**src/rtl/seg7_share_arbiter_if.sv**
```systemverilog
// Requester/display bus between the requesters and the 7-segment share arbiter.
// master = requester side (drives REQ/VAL), slave = arbiter side (drives grant and display).
interface seg7_share_arbiter_if;
  logic [2:0]  REQ;
  logic [15:0] VAL0;
  logic [15:0] VAL1;
  logic [15:0] VAL2;
  logic [2:0]  GNT;
  logic [3:0]  D1;
  logic [3:0]  D2;
  logic [3:0]  D3;
  logic [3:0]  D4;
  logic        BLANK;
  logic        SWITCH;

  modport master (
    output REQ, VAL0, VAL1, VAL2,
    input  GNT, D1, D2, D3, D4, BLANK, SWITCH
  );

  modport slave (
    input  REQ, VAL0, VAL1, VAL2,
    output GNT, D1, D2, D3, D4, BLANK, SWITCH
  );
endinterface

```
**src/rtl/seg7_share_arbiter.sv**
```systemverilog
// Round-robin sharing of the 4-digit 7-segment display among 3 requesters,
// with a minimum on-screen hold time per grantee.
module seg7_share_arbiter #(
  parameter int unsigned HOLD_CYCLES = 50_000_000,
  parameter int unsigned CNT_W       = 26
) (
  input logic                  CLK,
  input logic                  CLR,
  seg7_share_arbiter_if.slave  bus
);

  localparam logic [0:0] IDLE = 1'b0;
  localparam logic [0:0] HOLD = 1'b1;
  localparam logic [CNT_W-1:0] CNT_RELOAD = CNT_W'(HOLD_CYCLES - 1);

  logic [0:0]       state_q, state_n;
  logic [2:0]       gnt_q, gnt_n;
  logic [1:0]       last_q, last_n;
  logic [CNT_W-1:0] cnt_q, cnt_n;
  logic [15:0]      d_q, d_n;
  logic             blank_q, blank_n;
  logic             switch_q, switch_n;
  logic [2:0]       win;

  // First set bit of req, scanning from last+1 (mod 3).
  function automatic logic [2:0] rr_pick(input logic [2:0] req, input logic [1:0] last);
    logic [2:0] pick;
    logic [2:0] sum;
    logic [1:0] idx;
    pick = 3'b000;
    for (int k = 1; k <= 3; k++) begin
      sum = 3'(last) + 3'(k);
      idx = (sum >= 3'd3) ? 2'(sum - 3'd3) : 2'(sum);
      if (pick == 3'b000 && req[idx]) pick[idx] = 1'b1;
    end
    return pick;
  endfunction

  function automatic logic [1:0] enc(input logic [2:0] onehot);
    if (onehot[1])      return 2'd1;
    else if (onehot[2]) return 2'd2;
    else                return 2'd0;
  endfunction

  always_ff @(posedge CLK or posedge CLR) begin
    if (CLR) begin
      state_q  <= IDLE;
      gnt_q    <= 3'b000;
      last_q   <= 2'd2;
      cnt_q    <= '0;
      d_q      <= 16'h0000;
      blank_q  <= 1'b1;
      switch_q <= 1'b0;
    end else begin
      state_q  <= state_n;
      gnt_q    <= gnt_n;
      last_q   <= last_n;
      cnt_q    <= cnt_n;
      d_q      <= d_n;
      blank_q  <= blank_n;
      switch_q <= switch_n;
    end
  end

  always_comb begin
    state_n = state_q;
    gnt_n   = gnt_q;
    last_n  = last_q;
    cnt_n   = cnt_q;
    win     = 3'b000;
    case (state_q)
      IDLE: begin
        win = rr_pick(bus.REQ, last_q);
        if (win != 3'b000) begin
          gnt_n   = win;
          last_n  = enc(win);
          cnt_n   = CNT_RELOAD;
          state_n = HOLD;
        end else begin
          gnt_n = 3'b000;
        end
      end
      HOLD: begin
        if ((bus.REQ & gnt_q) == 3'b000) begin
          gnt_n   = 3'b000;
          state_n = IDLE;
        end else if (cnt_q != '0) begin
          cnt_n = cnt_q - CNT_W'(1);
        end else begin
          // last_q equals the grantee here, so the scan starts at the next requester.
          win = rr_pick(bus.REQ & ~gnt_q, last_q);
          if (win != 3'b000) begin
            gnt_n  = win;
            last_n = enc(win);
          end
          cnt_n = CNT_RELOAD;
        end
      end
      default: begin
        state_n = IDLE;
        gnt_n   = 3'b000;
      end
    endcase

    blank_n  = (gnt_n == 3'b000);
    switch_n = (gnt_n != gnt_q);
    // Nibbles track the next grantee so they land on the same edge as GNT.
    if (gnt_n[0])      d_n = bus.VAL0;
    else if (gnt_n[1]) d_n = bus.VAL1;
    else if (gnt_n[2]) d_n = bus.VAL2;
    else               d_n = 16'h0000;
  end

  assign bus.GNT    = gnt_q;
  assign bus.D1     = d_q[3:0];
  assign bus.D2     = d_q[7:4];
  assign bus.D3     = d_q[11:8];
  assign bus.D4     = d_q[15:12];
  assign bus.BLANK  = blank_q;
  assign bus.SWITCH = switch_q;

endmodule
```
**src/flat_wrapper.sv**
```systemverilog
// flat-port wrapper written by rule: the top's interface ports become plain ports
module seg7_share_arbiter_flat 
#(
  parameter int unsigned HOLD_CYCLES = 50_000_000,
  parameter int unsigned CNT_W       = 26
)
  (CLK, CLR, bus_REQ, bus_VAL0, bus_VAL1, bus_VAL2, bus_GNT, bus_D1, bus_D2, bus_D3, bus_D4, bus_BLANK, bus_SWITCH);
  seg7_share_arbiter_if bus_i ();
  input logic CLK;
  input logic CLR;
  input wire logic [$bits(bus_i.REQ)-1:0] bus_REQ;
  input wire logic [$bits(bus_i.VAL0)-1:0] bus_VAL0;
  input wire logic [$bits(bus_i.VAL1)-1:0] bus_VAL1;
  input wire logic [$bits(bus_i.VAL2)-1:0] bus_VAL2;
  output wire logic [$bits(bus_i.GNT)-1:0] bus_GNT;
  output wire logic [$bits(bus_i.D1)-1:0] bus_D1;
  output wire logic [$bits(bus_i.D2)-1:0] bus_D2;
  output wire logic [$bits(bus_i.D3)-1:0] bus_D3;
  output wire logic [$bits(bus_i.D4)-1:0] bus_D4;
  output wire logic [$bits(bus_i.BLANK)-1:0] bus_BLANK;
  output wire logic [$bits(bus_i.SWITCH)-1:0] bus_SWITCH;
  assign bus_i.REQ = bus_REQ;
  assign bus_i.VAL0 = bus_VAL0;
  assign bus_i.VAL1 = bus_VAL1;
  assign bus_i.VAL2 = bus_VAL2;
  assign bus_GNT = bus_i.GNT;
  assign bus_D1 = bus_i.D1;
  assign bus_D2 = bus_i.D2;
  assign bus_D3 = bus_i.D3;
  assign bus_D4 = bus_i.D4;
  assign bus_BLANK = bus_i.BLANK;
  assign bus_SWITCH = bus_i.SWITCH;
  seg7_share_arbiter #(.HOLD_CYCLES(HOLD_CYCLES), .CNT_W(CNT_W)) u_core (.CLK(CLK), .CLR(CLR), .bus(bus_i));
endmodule
```
**config.mk**
```make
export PLATFORM = sky130hd
export DESIGN_NAME = seg7_share_arbiter_flat
export DESIGN_NICKNAME = d
export VERILOG_FILES = /design/src/rtl/seg7_share_arbiter_if.sv /design/src/rtl/seg7_share_arbiter.sv /design/src/flat_wrapper.sv
export SDC_FILE = /design/constraint.sdc
export NUM_CORES = 1
export LEC_CHECK = 0
export BUFFER_PORTS_ARGS = -buffer_cell sky130_fd_sc_hd__buf_4
export CORE_ASPECT_RATIO = 1.2
export CORE_MARGIN = 1.5
export CORE_UTILIZATION = 59
export DETAILED_ROUTE_END_ITERATION = 8
export PLACE_DENSITY = 0.85
export SLEW_MARGIN = 40
export SYNTH_ARGS = -nofsm -noshare
export SYNTH_HDL_FRONTEND = slang
export SYNTH_SLANG_ARGS = --single-unit
export TNS_END_PERCENT = 20
```
**constraint.sdc**
```tcl
create_clock -name CLK -period 6.6 [get_ports CLK]
set_clock_uncertainty 0.2 [all_clocks]
set_input_delay 1.65 -clock CLK [delete_from_list [all_inputs] [get_ports CLK]]
set_output_delay 1.65 -clock CLK [all_outputs]
set_load 0.02 [all_outputs]
```
==> impl_results.html <==
<table>
<tr><th>Metric</th><th>Value</th></tr>
<tr><th colspan="2">Drt</th></tr>
<tr><td>Routed wire per std cell</td><td>18.0 µm</td></tr>
<tr><td>Post-detailed-route DRC marker count</td><td>0</td></tr>
<tr><td>DR pass1 iterations</td><td>5</td></tr>
<tr><td>Via count normalized by instance count</td><td>6.49</td></tr>
<tr><td>Final WL</td><td>8840 µm</td></tr>
<tr><td>Vias</td><td>3195</td></tr>
<tr><td>DRC violation total after the first TritonRoute iteration</td><td>262</td></tr>
<tr><td>Number of nets still failing antenna checks after routing</td><td>0</td></tr>
<tr><th colspan="2">Worst setup path</th></tr>
<tr><td>Critical path launch point type</td><td>input pin</td></tr>
<tr><td>Crit path arrival time</td><td>4.25 ns</td></tr>
<tr><td>Category of the most critical setup path</td><td>in -&gt; reg</td></tr>
<tr><td>Crit path capture type</td><td>flop</td></tr>
<tr><td>Register-to-register setup slack</td><td>2.50 ns</td></tr>
<tr><td>Source of the worst register-to-register timing path</td><td>u_core.last_q[1]$_DFFE_PP1P_</td></tr>
<tr><td>CP Max Fanout</td><td>19</td></tr>
<tr><td>Endpoint of the worst-slack reg-to-reg timing path</td><td>u_core.last_q[0]$_DFFE_PP0P_</td></tr>
<tr><td>Cell depth of the worst flop-to-flop path</td><td>11</td></tr>
<tr><td>Worst EP required</td><td>6.59 ns</td></tr>
<tr><th colspan="2">Clocking</th></tr>
<tr><td>Number of buffers inserted to repair setup after CTS</td><td>0</td></tr>
<tr><td>Number of buffers created by CTS</td><td>5</td></tr>
<tr><td>Number of gates given a new drive strength after cts</td><td>0</td></tr>
<tr><td>Number of buffers on the longest clock path</td><td>2</td></tr>
<tr><td>CTS H-tree lvls</td><td>2</td></tr>
<tr><td>Clock latency on the worst-skew pair</td><td>0.32 ns</td></tr>
<tr><td>CTS tree</td><td>built</td></tr>
<tr><td>Clock root buffer master</td><td>sky130_fd_sc_hd__clkbuf_8</td></tr>
<tr><td>Clock sink count</td><td>50</td></tr>
<tr><td>Quantity of hold-fixing buffers added after cts</td><td>0</td></tr>
<tr><td>Clock slew at the register clock pins of the worst setup and hold paths</td><td>0.09 ns</td></tr>
<tr><th colspan="2">Floorplan</th></tr>
<tr><td>Area inside the core boundary</td><td>0.00537 mm²</td></tr>
<tr><td>Die Footprint</td><td>0.00614 mm²</td></tr>
<tr><td>Die span in y</td><td>85.5 µm</td></tr>
<tr><td>Die Span X</td><td>71.8 µm</td></tr>
<tr><td>Starting density of the core</td><td>62.4%</td></tr>
<tr><td>I/O pin count</td><td>74</td></tr>
<tr><td>Site row count</td><td>29</td></tr>
<tr><th colspan="2">Worst hold path</th></tr>
<tr><td>Type of the worst min-delay path</td><td>reg -&gt; reg</td></tr>
<tr><td>Hold Crit Depth</td><td>2</td></tr>
<tr><td>HP Start</td><td>u_core.cnt_q[18]$_DFFE_PP0P_</td></tr>
<tr><td>Endpoint of the worst hold-timing path</td><td>u_core.cnt_q[18]$_DFFE_PP0P_</td></tr>
<tr><th colspan="2">Run status</th></tr>
<tr><td>Result of the run</td><td>finished clean</td></tr>
<tr><th colspan="2">Yosys</th></tr>
<tr><td>Number of library cell types mapped by synthesis</td><td>69</td></tr>
<tr><td>Proportion of netlist area held by the largest area contributor</td><td>35.9%</td></tr>
<tr><td>FFs w/ async S/R, synth</td><td>100%</td></tr>
<tr><td>Top_reg_cell synth</td><td>sky130_fd_sc_hd__dfrtp_1</td></tr>
<tr><td>Post-synth EDFFs</td><td>0</td></tr>
<tr><td>Cell taking the most area after synthesis</td><td>sky130_fd_sc_hd__dfrtp_1</td></tr>
<tr><td>Area of the mapped netlist</td><td>0.00335 mm²</td></tr>
<tr><td>#FFs+latches synth</td><td>50</td></tr>
<tr><td>Synthesized area per cell</td><td>9.15 µm²</td></tr>
<tr><td>Yosys warns</td><td>0</td></tr>
<tr><td>Count of mapped cells out of synthesis</td><td>366</td></tr>
<tr><td>Sequential fraction of the synthesis area</td><td>37.4%</td></tr>
<tr><td>Net count after synthesis</td><td>426</td></tr>
<tr><td>Top area cells in the synthesized netlist</td><td>sky130_fd_sc_hd__dfrtp_1 (36%), sky130_fd_sc_hd__mux2_2 (6.4%), sky130_fd_sc_hd__o21ai_0 (4.6%), sky130_fd_sc_hd__a22o_1 (4.2%), sky130_fd_sc_hd__nand2_1 (3.8%)</td></tr>
<tr><th colspan="2">Layout</th></tr>
<tr><td>Layout cells sized above 1</td><td>27.9%</td></tr>
<tr><td>Area growth syn-to-layout</td><td>18.6%</td></tr>
<tr><td>Finished Cell Area</td><td>0.00397 mm²</td></tr>
<tr><td>Layout Nets</td><td>489</td></tr>
<tr><td>Number of antenna repair diodes</td><td>0</td></tr>
<tr><td>Filler cells</td><td>423</td></tr>
<tr><td>Leading cell types in the layout, fill and taps excluded</td><td>sky130_fd_sc_hd__buf_4 (75), sky130_fd_sc_hd__dfrtp_1 (48), sky130_fd_sc_hd__nand2_1 (34)</td></tr>
<tr><td>Post-layout instance count excluding filler cells</td><td>492</td></tr>
<tr><td>Most frequent standard cell in the layout excluding fill and tap cells</td><td>sky130_fd_sc_hd__buf_4</td></tr>
<tr><th colspan="2">Global routing</th></tr>
<tr><td>First-pass GRT wire length</td><td>14700 µm</td></tr>
<tr><td>Largest net degree at the start of global routing</td><td>51</td></tr>
<tr><td>Remaining Overflow, GRT</td><td>0</td></tr>
<tr><td>Via count of the first global-routing pass</td><td>3180</td></tr>
<tr><td>GRT Overall Usage</td><td>30.3%</td></tr>
<tr><td>Antenna violations before repair</td><td>0</td></tr>
<tr><th colspan="2">Place</th></tr>
<tr><td>Routability-driven placement congestion ratio</td><td>0.923</td></tr>
<tr><td>Placed instance count</td><td>484</td></tr>
<tr><td>Detailed placer's ending HPWL</td><td>6420 µm</td></tr>
<tr><td>Total of buffers placed on input and output ports</td><td>73</td></tr>
<tr><td>Placed instance area</td><td>0.00389 mm²</td></tr>
<tr><th colspan="2">STA</th></tr>
<tr><td>Final period demand of the worst path</td><td>4.26 ns</td></tr>
<tr><td>Count of endpoints failing hold in the final timing report</td><td>0</td></tr>
<tr><td>Min Hold Slack</td><td>0.310 ns</td></tr>
<tr><td>Max-slew headroom at the worst pin</td><td>50.7%</td></tr>
<tr><td>Share of the cycle needed by the critical path after routing</td><td>64.6%</td></tr>
<tr><td>Maximum operating frequency</td><td>235 MHz</td></tr>
<tr><td>Total negative setup slack</td><td>0 ns</td></tr>
<tr><td>Final setup violation count</td><td>0</td></tr>
<tr><td>Unrepaired setup endpoints after global routing</td><td>false</td></tr>
<tr><td>Max Transition Viols Final</td><td>0</td></tr>
<tr><td>Transition time of the tightest slew-check pin</td><td>0.733 ns</td></tr>
<tr><th colspan="2">Power</th></tr>
<tr><td>Total Power</td><td>1.69 mW</td></tr>
<tr><td>Power Dens Cells</td><td>426 mW/mm²</td></tr>
<tr><td>IR Drop Worst-Case VDD</td><td>0.000233 V</td></tr>
<tr><td>Leakage power</td><td>1.71 nW</td></tr>
<tr><th colspan="2">Flow run</th></tr>
<tr><td>Count of max-cap constraint violations</td><td>0</td></tr>
</table>
cell families after synthesis:
group / after synthesis / synth area share [%]
adder cells (fa/ha/maj): 7 / 2.61
AND/OR/NAND/NOR: 127 / 20.4
AO/OA/AOI/OAI: 123 / 26.2
buffers and inverters: 32 / 4.71
flip-flops: 50 / 37.4
XOR/XNOR: 4 / 1.05
multiplexers: 23 / 7.58
per-layer routing:
metal / share of wire, % / wire [µm] / track usage (%) / up-vias
met5: 0 / 0 / 0 / -
met4: 3.6 / 315 / 14.2 / 0
met3: 4.9 / 436 / 4.11 / 33
met2: 52 / 4560 / 51.3 / 139
met1: 40 / 3530 / 38.1 / 1519
li1: - / - / - / 1504
critical path, cell delays in order:
cell and delay (ns):
sky130_fd_sc_hd__buf_4 0.16, sky130_fd_sc_hd__nor4b_1 0.24, sky130_fd_sc_hd__a21oi_1 0.14, sky130_fd_sc_hd__nor4_2 0.71, sky130_fd_sc_hd__o211ai_1 0.29, sky130_fd_sc_hd__o211ai_4 0.30
sky130_fd_sc_hd__o21ba_4 0.30, sky130_fd_sc_hd__a22o_1 0.20, sky130_fd_sc_hd__mux2_2 0.27
cell type report:
| type | count | area (µm²) | share of cell area [%] |
|---|---|---|---|
| clock inverters | 2 | 10.0 | 0.252 |
| inverters | 13 | 51.3 | 1.29 |
| well taps | 62 | 77.6 | 1.95 |
| multi-input cells | 284 | 1940 | 48.9 |
| clock buffers | 6 | 72.6 | 1.83 |
| flip-flops and latches | 50 | 1250 | 31.6 |
| repair buffers | 75 | 563 | 14.2 |
power breakdown:
group,internal (mW),switching [mW],total (mW),leakage [nW]
clock network,0.0738,0.105,0.178,0.0450
logic,0.433,0.609,1.04,1.08
registers,0.392,0.0796,0.472,0.581
how the worst max path moves through the flow:
stage               start                  endpoint  slack, ns  depth (start not counted)
6_report       bus_REQ[2]   u_core.d_q[2]$_DFF_PP0_       2.34                          9
5_1_grt        bus_REQ[0]   u_core.d_q[5]$_DFF_PP0_       2.12                         10
4_1_cts        bus_REQ[2]   u_core.d_q[2]$_DFF_PP0_       2.37                          9
3_5_place_dp   bus_REQ[2]   u_core.d_q[2]$_DFF_PP0_       2.03                          9
3_3_place_gp   bus_REQ[1]  u_core.d_q[11]$_DFF_PP0_       1.89                          9
2_1_floorplan  bus_REQ[1]  u_core.d_q[10]$_DFF_PP0_       2.19                          9
cells in the mapped netlist (all sizes together) (4+ instances only):
library cell  instances
a21oi                23
a22o                 16
a31oi                 5
buf                   7
clkbuf               12
dfrtp                48
ha                    7
inv                  13
mux2                 19
mux2i                 4
nand2                34
nand2b                5
nand3                 7
nor2                 31
nor3                 10
nor4                  8
o211ai                7
o21ai                32
o31ai                 4
o41ai                 6
or2                   5
or3                   4
or4                   4
metrics by stage:
step / util, % / worst slack [ns]
finish: 74.0 / 2.34
global route: 74.0 / 2.12
floorplan: - / 2.19
global placement: 72.3 / 1.89
CTS: 74.0 / 2.37
detailed placement: 72.4 / 2.03
flip-flops by register name, summed over array words and instances, names as in the netlist:
register           cells
u_core.last_q          2
u_core.cnt_q          26
u_core.bus.GNT         3
u_core.d_q            16
u_core.bus.SWITCH      1
u_core.bus.BLANK       1
u_core.state_q         1
No activity file was read; power rests on OpenSTA's default activity.
